### src/rtl/mmio_pkg.sv
// Shared MMIO constants for the UART receive/transmit buffers.
//   UART_WIDTH    : data bits per UART character
//   FIFO_DEPTH    : default RX/TX queue depth
//   DROP_CNT_W    : width of the dropped-byte counter
//   STAT_*        : bit positions in the MMIO status word
//   sat_inc()     : saturating increment for the drop counter
package mmio_pkg;

  localparam int unsigned UART_WIDTH = 8;
  localparam int unsigned FIFO_DEPTH = 8;
  localparam int unsigned DROP_CNT_W = 16;

  localparam int unsigned STAT_TX_READY = 0;
  localparam int unsigned STAT_RX_VALID = 1;

  function automatic logic [DROP_CNT_W-1:0] sat_inc(input logic [DROP_CNT_W-1:0] v);
    return (v == '1) ? v : v + DROP_CNT_W'(1);
  endfunction

endpackage

### src/rtl/ring_ptr.sv
// Circular pointer: increments modulo 2^W when inc is high.
//   clk : clock
//   rst : asynchronous active-low reset (ptr -> 0)
//   inc : advance pointer this cycle
//   ptr : current pointer value
module ring_ptr #(
  parameter int unsigned W = 3
) (
  input  logic         clk,
  input  logic         rst,
  input  logic         inc,
  output logic [W-1:0] ptr
);

  always_ff @(posedge clk or negedge rst) begin
    if (!rst) begin
      ptr <= '0;
    end else if (inc) begin
      ptr <= ptr + W'(1);
    end
  end

endmodule

### src/rtl/uart_rx_fifo.sv
// Receive-side byte queue between the UART receiver and the MMIO data path.
//   clk            : clock
//   rst            : asynchronous active-low reset
//   rx_data_in     : byte from receiver
//   rx_valid       : single-cycle strobe for rx_data_in
//   rx_ready       : queue not full (informational; receiver never stalls)
//   data_out       : head byte, 0 when empty
//   data_out_valid : queue non-empty (MMIO status rx-valid bit)
//   data_out_ready : pop request from MMIO data-register read
//   count          : occupancy 0..DEPTH
//   overflow       : sticky, set when a byte is dropped
//   clr_overflow   : clears overflow and drop_count
//   drop_count     : dropped bytes, saturating
module uart_rx_fifo
  import mmio_pkg::*;
#(
  parameter int unsigned DEPTH = FIFO_DEPTH,
  parameter int unsigned WIDTH = UART_WIDTH
) (
  input  logic                       clk,
  input  logic                       rst,
  input  logic [WIDTH-1:0]           rx_data_in,
  input  logic                       rx_valid,
  output logic                       rx_ready,
  output logic [WIDTH-1:0]           data_out,
  output logic                       data_out_valid,
  input  logic                       data_out_ready,
  output logic [$clog2(DEPTH):0]     count,
  output logic                       overflow,
  input  logic                       clr_overflow,
  output logic [DROP_CNT_W-1:0]      drop_count
);

  localparam int unsigned AW = $clog2(DEPTH);
  localparam int unsigned CW = AW + 1;
  localparam logic [CW-1:0] FULL_CNT = CW'(DEPTH);

  logic [WIDTH-1:0] mem [DEPTH];
  logic [AW-1:0]    wr_ptr;
  logic [AW-1:0]    rd_ptr;
  logic             full;
  logic             push;
  logic             pop;
  logic             drop;

  always_comb begin
    full = (count == FULL_CNT);
    pop  = data_out_ready && data_out_valid;
    // A pop in the same cycle frees the slot, so a full queue still accepts.
    push = rx_valid && (!full || pop);
    drop = rx_valid && full && !pop;
  end

  ring_ptr #(.W(AW)) u_wr_ptr (
    .clk (clk),
    .rst (rst),
    .inc (push),
    .ptr (wr_ptr)
  );

  ring_ptr #(.W(AW)) u_rd_ptr (
    .clk (clk),
    .rst (rst),
    .inc (pop),
    .ptr (rd_ptr)
  );

  always_ff @(posedge clk) begin
    if (push) begin
      mem[wr_ptr] <= rx_data_in;
    end
  end

  always_ff @(posedge clk or negedge rst) begin
    if (!rst) begin
      count <= '0;
    end else begin
      case ({push, pop})
        2'b10:   count <= count + CW'(1);
        2'b01:   count <= count - CW'(1);
        default: count <= count;
      endcase
    end
  end

  // A drop coinciding with clr_overflow wins: the counter restarts at 1.
  always_ff @(posedge clk or negedge rst) begin
    if (!rst) begin
      overflow   <= 1'b0;
      drop_count <= '0;
    end else if (drop) begin
      overflow   <= 1'b1;
      drop_count <= clr_overflow ? DROP_CNT_W'(1) : sat_inc(drop_count);
    end else if (clr_overflow) begin
      overflow   <= 1'b0;
      drop_count <= '0;
    end
  end

  always_comb begin
    data_out_valid = (count != '0);
    rx_ready       = !full;
    data_out       = data_out_valid ? mem[rd_ptr] : '0;
  end

endmodule

### config.mk
export PLATFORM = sky130hd
export DESIGN_NAME = uart_rx_fifo
export DESIGN_NICKNAME = d
export VERILOG_FILES = /design/src/rtl/mmio_pkg.sv /design/src/rtl/ring_ptr.sv /design/src/rtl/uart_rx_fifo.sv
export SDC_FILE = /design/constraint.sdc
export NUM_CORES = 1
export LEC_CHECK = 0
export ABC_CLOCK_PERIOD_IN_PS = 6000
export CORE_MARGIN = 2
export CORE_UTILIZATION = 30
export CTS_CLUSTER_SIZE = 24
export DETAILED_ROUTE_END_ITERATION = 10
export GPL_ROUTABILITY_DRIVEN = 0
export MAX_ROUTING_LAYER = met4
export SYNTH_ARGS = -nofsm -noshare
export SYNTH_HDL_FRONTEND = slang
export SYNTH_SLANG_ARGS = --single-unit
export TNS_END_PERCENT = 20
### constraint.sdc
create_clock -name clk -period 6 [get_ports clk]
set_input_delay 0.9 -clock clk [delete_from_list [all_inputs] [get_ports clk]]
set_output_delay 0.9 -clock clk [all_outputs]
set_load 0.005 [all_outputs]
==> results of run 1 <==
-- through the flow --
stage                     total power [mW]  utilization  setup WS, ns
final                                2.036       0.3790         2.430
after global routing                 2.159       0.3790         2.142
after CTS                            2.071       0.3790         2.316
after detailed placement             1.479       0.3558         2.678
after global placement               1.464       0.3558         2.709
after floorplan                      1.220            -         3.507
-- worst paths after layout --
| path | startpoint | to | slack [ns] | cells past startpoint |
|---|---|---|---|---|
| max | u_rd_ptr.ptr[0] | data_out[7] | 2.43 | 4 |
| min | overflow | overflow | 0.52 | 2 |
| max reg2reg | count[1] | count[2] | 3.59 | 7 |
| min reg2reg | overflow | overflow | 0.52 | 2 |
| max in group asynchronous | rst | count[2] | 4.79 | 2 |
| min in group asynchronous | rst | drop_count[10] | 0.94 | 2 |
-- cells by family (layout without fill, tap and decap cells) --
family / count (synthesis) / in the layout / synth area share
AO/OA/AOI/OAI: 30 / 30 / 0.05360
multiplexers: 35 / 35 / 0.1400
XOR/XNOR: 7 / 7 / 0.01518
buffers and inverters: 19 / 71 / 0.02013
adder cells (fa/ha/maj): 4 / 4 / 0.01239
AND/OR/NAND/NOR: 87 / 87 / 0.1156
flip-flops: 91 / 91 / 0.6431
-- layout make-up --
cell class                 instances  area (µm²)  area share
clock inverter                     4       76.32     0.01527
sequential                        91        2597      0.5196
inverter                           8       30.03    0.006008
multi-input combinational        163        1370      0.2741
timing repair buffer              49       475.5     0.09512
tap                              176       220.2     0.04406
clock buffer                      10       229.0     0.04581
-- state kept, by name, indices dropped and copies added (netlist names) --
name,cells
count,4
u_rd_ptr.ptr,3
drop_count,16
u_wr_ptr.ptr,3
mem,64
overflow,1
-- metal layers --
metal,share of wire,GRT usage,vias up
met1,0.46,0.1623,1218
met5,0,-,-
met3,0.035,0.02994,11
li1,-,-,1146
met2,0.50,0.1935,37
met4,0.013,0.04632,0
-- cells in the final DEF, fill, tap and decap left out, drive strengths merged, types with 4 or more instances in the layout --
cell | synthesis | routed
a211oi | 8 | 8
a21oi | 5 | 5
a31oi | 4 | 4
and2 | 4 | 4
buf | 7 | 6
clkbuf | 4 | 10
clkdlybuf4s50 | 0 | 43
dfrtp | 27 | 27
edfxtp | 64 | 64
ha | 4 | 4
inv | 8 | 9
mux2 | 9 | 9
mux2i | 10 | 10
mux4 | 16 | 16
nand2 | 16 | 16
nand3 | 6 | 6
nand4 | 4 | 4
nor2 | 21 | 21
nor2b | 8 | 8
nor3 | 11 | 11
nor4 | 4 | 4
xnor2 | 4 | 4
-- critical path, stage by stage, from the launching register on --
cell and delay (ns):
dfrtp_1 1.06, mux4_2 0.60, mux2i_1 0.15, nor2_1 0.07, clkdlybuf4s50_1 0.44
-- power by group through the flow --
stage | Sequential [mW] | Clock [mW] | Combinational (mW)
floorplan | 0.829 | 0 | 0.390
global placement | 0.933 | 0 | 0.532
detailed placement | 0.940 | 0 | 0.540
CTS | 0.927 | 0.602 | 0.542
global route | 0.947 | 0.628 | 0.584
finish | 0.920 | 0.588 | 0.528
==> out/metrics.cfg, run 1 <==
[cells_and_area]
nNetsFinal=339
n_fill_cell=1207
syn_to_final_growth_pct=23.76
drive_gt1_frac=0.1600
postLayoutCellArea_um2=4999
layout.cells.non_filler=501
diodes=0

[global_routing]
antenna_found_initial=0
overflow=0
track_usage=0.1257
grt_pass1_wl_um=13280
grt_pass1_vias=2382
grt_max_degree=28

[clock_network]
post-cts-setup-buffers=0
cts_tree=built
ctsResizeCount=0
cts.sink_count=91
h-tree-depth=3
path_clk_slew_ns=0.06
numCtsBuffers=9
clk_latency_ns=0.34
clockBufferDepth=2
root_buffer=clkbuf_16
ctsHoldBuffers=0

[placed_design]
dp_cells=487
dp_hpwl_um=5365
placed_area_um2=4693
numPortBuffers=43

[floorplan]
die-height_um=120.0
die-width_um=120.0
fp.dieArea_um2=14410
fp.coreArea_um2=13190
placementRows=42
start_util=0.3062
io_pins=44

[detailed_routing]
wl_um=8219
first_pass_iters=4
drtIter0Drc=196
post_drt_wl_per_cell_um=16.41
post_drt_via_cell_ratio=4.814
num_vias=2412
ant_nets=0
drc_errors=0

[power]
p_leak_nw=1.749
vdd_drop_max_mv=0.1315
powerDensity_nw_per_um2=407.4
p_clk_frac=0.289
power_frac_comb=0.260
seqPwrFrac=0.452
power_switching_uw=569.9
p_sw_frac=0.2798
intPower_mw=1.467

[yosys]
synth_common_cells=64 x edfxtp_1, 27 x dfrtp_1, 21 x nor2_1, 16 x mux4_2, 16 x nand2_1
synth_area_leaders=edfxtp_1 48%, dfrtp_1 17%, mux4_2 8.9%, mux2i_1 2.5%, mux2_2 2.2%
synth_seq_cells=91
ys.flop_type=edfxtp_1
yosys_warnings=0
synth.largest_area_cell=edfxtp_1
synth-edff-count=64
netlist_instances=273
synth_most_common_cell=edfxtp_1
synth.distinct_cells=48
synthArstFlopShare=0.2967
avgSynthCellArea_um2=14.79
synth_fp_nets=290
syn_area_um2=4039
ys_seq_area_frac=0.6431
synth_top_area_frac=0.4758

[setup_path]
cp_max_fo=18
end_kind=primary output
required_ns=5.10
arrival_ns=2.67
startpoint_type=flip-flop
path_class=reg2out

[worst_hold_path]
worstHoldPathType=reg2reg

[sta]
slew_violations=0
relSlewSlack=0.2688
fin_crit_sh=0.5950
fin_setup_tns_ns=0
hold_ws_ns=0.5235
min_period_ns=3.570
setup_viol=0
worst_slew_pin_slew_ns=1.097
fmax_mhz=280.1
rsz0062_at_grt=false
finClkSkew_ns=0.005382
final_hold_viol_count=0

[job]
maxCapViolations=0

[status]
outcome=finished, final reports clean

(Power assumes the default switching activity.)
==> inputs of run 2 (changes only) <==
ABC_CLOCK_PERIOD_IN_PS = 3100   (was 6000)
clock period = 3.1 ns   (was 6 ns; I/O delays follow)
==> run 2 against run 1 <==
Net effect: clock skew down 0.0013 ns; sequential share of layout area about the same; non-clock buffer count up 5; final area about the same; sequential power up 87%; die area unchanged; utilization about the same; via count down 0.17%; combinational power up 110%; global-route usage down 0.40 points; largest power group unchanged; highest routed layer unchanged.
==> out/metrics.cfg, run 2 (synthesis results as in run 1) <==
[status]
outcome=finished, final reports clean  ; unchanged

[cells_and_area]
syn_to_final_growth_pct=23.73  ; was 23.76%
postLayoutCellArea_um2=4997  ; was 4999 µm²
reg_top3=mem x64, drop_count x16, count x4  ; unchanged
seq_area_um2=2597  ; unchanged
n_fill_cell=1223  ; was 1207
layout.cells.non_filler=508  ; was 501
final_cell_mix=64 x edfxtp_1, 43 x clkdlybuf4s50_1, 27 x dfrtp_1  ; unchanged
drive_gt1_frac=0.1747  ; was 0.1600
largest_reg_flops=64  ; unchanged
regMostFlops=mem  ; unchanged
diodes=0  ; unchanged
mostFrequentLayoutCell=edfxtp_1  ; unchanged
multi_input_area_um2=1360  ; was 1370 µm²
fin_util=0.3789  ; was 0.3790
nNetsFinal=344  ; was 339

[floorplan]
die-width_um=120.0  ; unchanged
start_util=0.3062  ; unchanged
placementRows=42  ; unchanged
die-height_um=120.0  ; unchanged
fp.coreArea_um2=13190  ; unchanged
fp.dieArea_um2=14410  ; unchanged
io_pins=44  ; unchanged

[clock_network]
ctsHoldBuffers=0  ; unchanged
cts_tree=built  ; unchanged
clk_latency_ns=0.34  ; about the same
numCtsBuffers=9  ; unchanged
cts.sink_count=91  ; unchanged
root_buffer=clkbuf_16  ; unchanged
clockBufferDepth=2  ; unchanged
ctsResizeCount=0  ; unchanged
post-cts-setup-buffers=0  ; unchanged
h-tree-depth=3  ; unchanged
path_clk_slew_ns=0.06  ; about the same

[sta]
worst_slew_pin_slew_ns=0.8065  ; was 1.097 ns
rsz0062_at_grt=false  ; unchanged
hold_ws_ns=0.4996  ; was 0.5235 ns
final_hold_viol_count=0  ; unchanged
relSlewSlack=0.4604  ; was 0.2688
finClkSkew_ns=0.004124  ; was 0.005382 ns
min_period_ns=2.816
fin_crit_sh=0.9083
slew_violations=0  ; unchanged
fmax_mhz=355.2
fin_setup_tns_ns=0  ; unchanged
setup_viol=0  ; unchanged

[detailed_routing]
wl_met2_um=3730  ; was 4076 µm
top_layer=met4  ; unchanged
num_vias=2408  ; was 2412
ant_nets=0  ; unchanged
dr_wl_met3_um=376  ; was 289 µm
first_pass_iters=4  ; unchanged
drc_errors=0  ; unchanged
post_drt_via_cell_ratio=4.740  ; was 4.814
wl_um=8038  ; was 8219 µm
drtIter0Drc=166  ; was 196
post_drt_wl_per_cell_um=15.82  ; was 16.41 µm
wirelength_met1_um=3808  ; was 3743 µm

[power]
power_switching_mw=1.136  ; was 569.9 µW
seqPwrFrac=0.448  ; was 0.452
p_leak_nw=1.765  ; was 1.749 nW
intPower_mw=2.706  ; was 1.467 mW
power_frac_comb=0.288  ; was 0.260
p_sw_frac=0.2957  ; was 0.2798
powerDensity_nw_per_um2=768.7  ; was 407.4 nW/µm²
vdd_drop_max_mv=0.2917  ; was 0.1315 mV
p_clk_frac=0.264  ; was 0.289

[global_routing]
grt_pass1_wl_um=12790  ; was 13280 µm
grt_pass1_vias=2313  ; was 2382
antenna_found_initial=0  ; unchanged
track_usage=0.1216  ; was 0.1257
grt_max_degree=28  ; unchanged
overflow=0  ; unchanged

[placed_design]
placed_area_um2=4721  ; was 4693 µm²
numPortBuffers=43  ; unchanged
dp_cells=492  ; was 487
dp_hpwl_um=5375  ; was 5365 µm

[setup_path]
path_class=reg2out  ; unchanged
arrival_ns=2.35  ; was 2.67 ns
startpoint_type=flip-flop  ; unchanged
end_kind=primary output  ; unchanged
cp_max_fo=18  ; unchanged
required_ns=2.63  ; was 5.10 ns

[job]
maxCapViolations=0  ; unchanged

[worst_hold_path]
worstHoldPathType=in2async  ; was reg2reg

==> run 2: cell count changes in the layout (fill, tap and decap cells not counted), sizes merged <==
| cell | previous run | this run |
|---|---|---|
| buf | 6 | 11 |
| bufinv | 2 | 0 |
| clkbuf | 10 | 9 |
| clkinv | 0 | 4 |
| inv | 9 | 10 |
==> run 2: final timing paths <==
path | from | to | cells past startpoint | slack, ns
setup / recovery | u_rd_ptr.ptr[1] | data_out[4] | 4 | 0.28
hold / removal | rst | drop_count[10] | 2 | 0.50
setup reg to reg | count[1] | count[2] | 7 | 0.77
hold reg to reg | drop_count[10] | drop_count[10] | 1 | 0.53
max in group asynchronous | rst | drop_count[2] | 2 | 2.33
min in group clk | drop_count[10] | drop_count[10] | 1 | 0.53
==> run 2: final cells by class <==
type,instances,share of cell area
flip-flops and latches,91,0.5198
repair buffers,54,0.1027
inverters,8,0.006009
multi-input cells,163,0.2722
clock buffers,9,0.04507
clock inverters,7,0.01027
well taps,176,0.04407
==> run 2: metrics by stage <==
| stage | setup WS [ns] | power (mW) |
|---|---|---|
| CTS | 0.2144 | 3.904 |
| finish | 0.2844 | 3.842 |
| global route | 0.1084 | 4.076 |
| floorplan | 0.9721 | 2.361 |
| global placement | 0.5734 | 2.860 |
| detailed placement | 0.5510 | 2.884 |
==> run 2: worst max-delay path: stages, from the launching register on <==
cell and delay, ns:
dfrtp_1 0.86, mux4_2 0.36, mux2i_1 0.07, nor2_1 0.17
clkdlybuf4s50_1 0.54
==> run 2: power groups by stage <==
| stage | Sequential [mW] | Clock [mW] | Combinational (mW) |
|---|---|---|---|
| final | 1.72 | 1.01 | 1.11 |
| after global routing | 1.75 | 1.10 | 1.22 |
| after CTS | 1.73 | 1.04 | 1.13 |
| after detailed placement | 1.75 | 0 | 1.13 |
| after global placement | 1.74 | 0 | 1.12 |
| after floorplan | 1.61 | 0 | 0.756 |
==> run 2: per-layer routing <==
layer / vias up / global-route usage
li1: 1160 / -
met1: 1187 / 0.1679
met2: 50 / 0.1726
met3: 11 / 0.03422
met4: 0 / 0.04191
met5: - / -
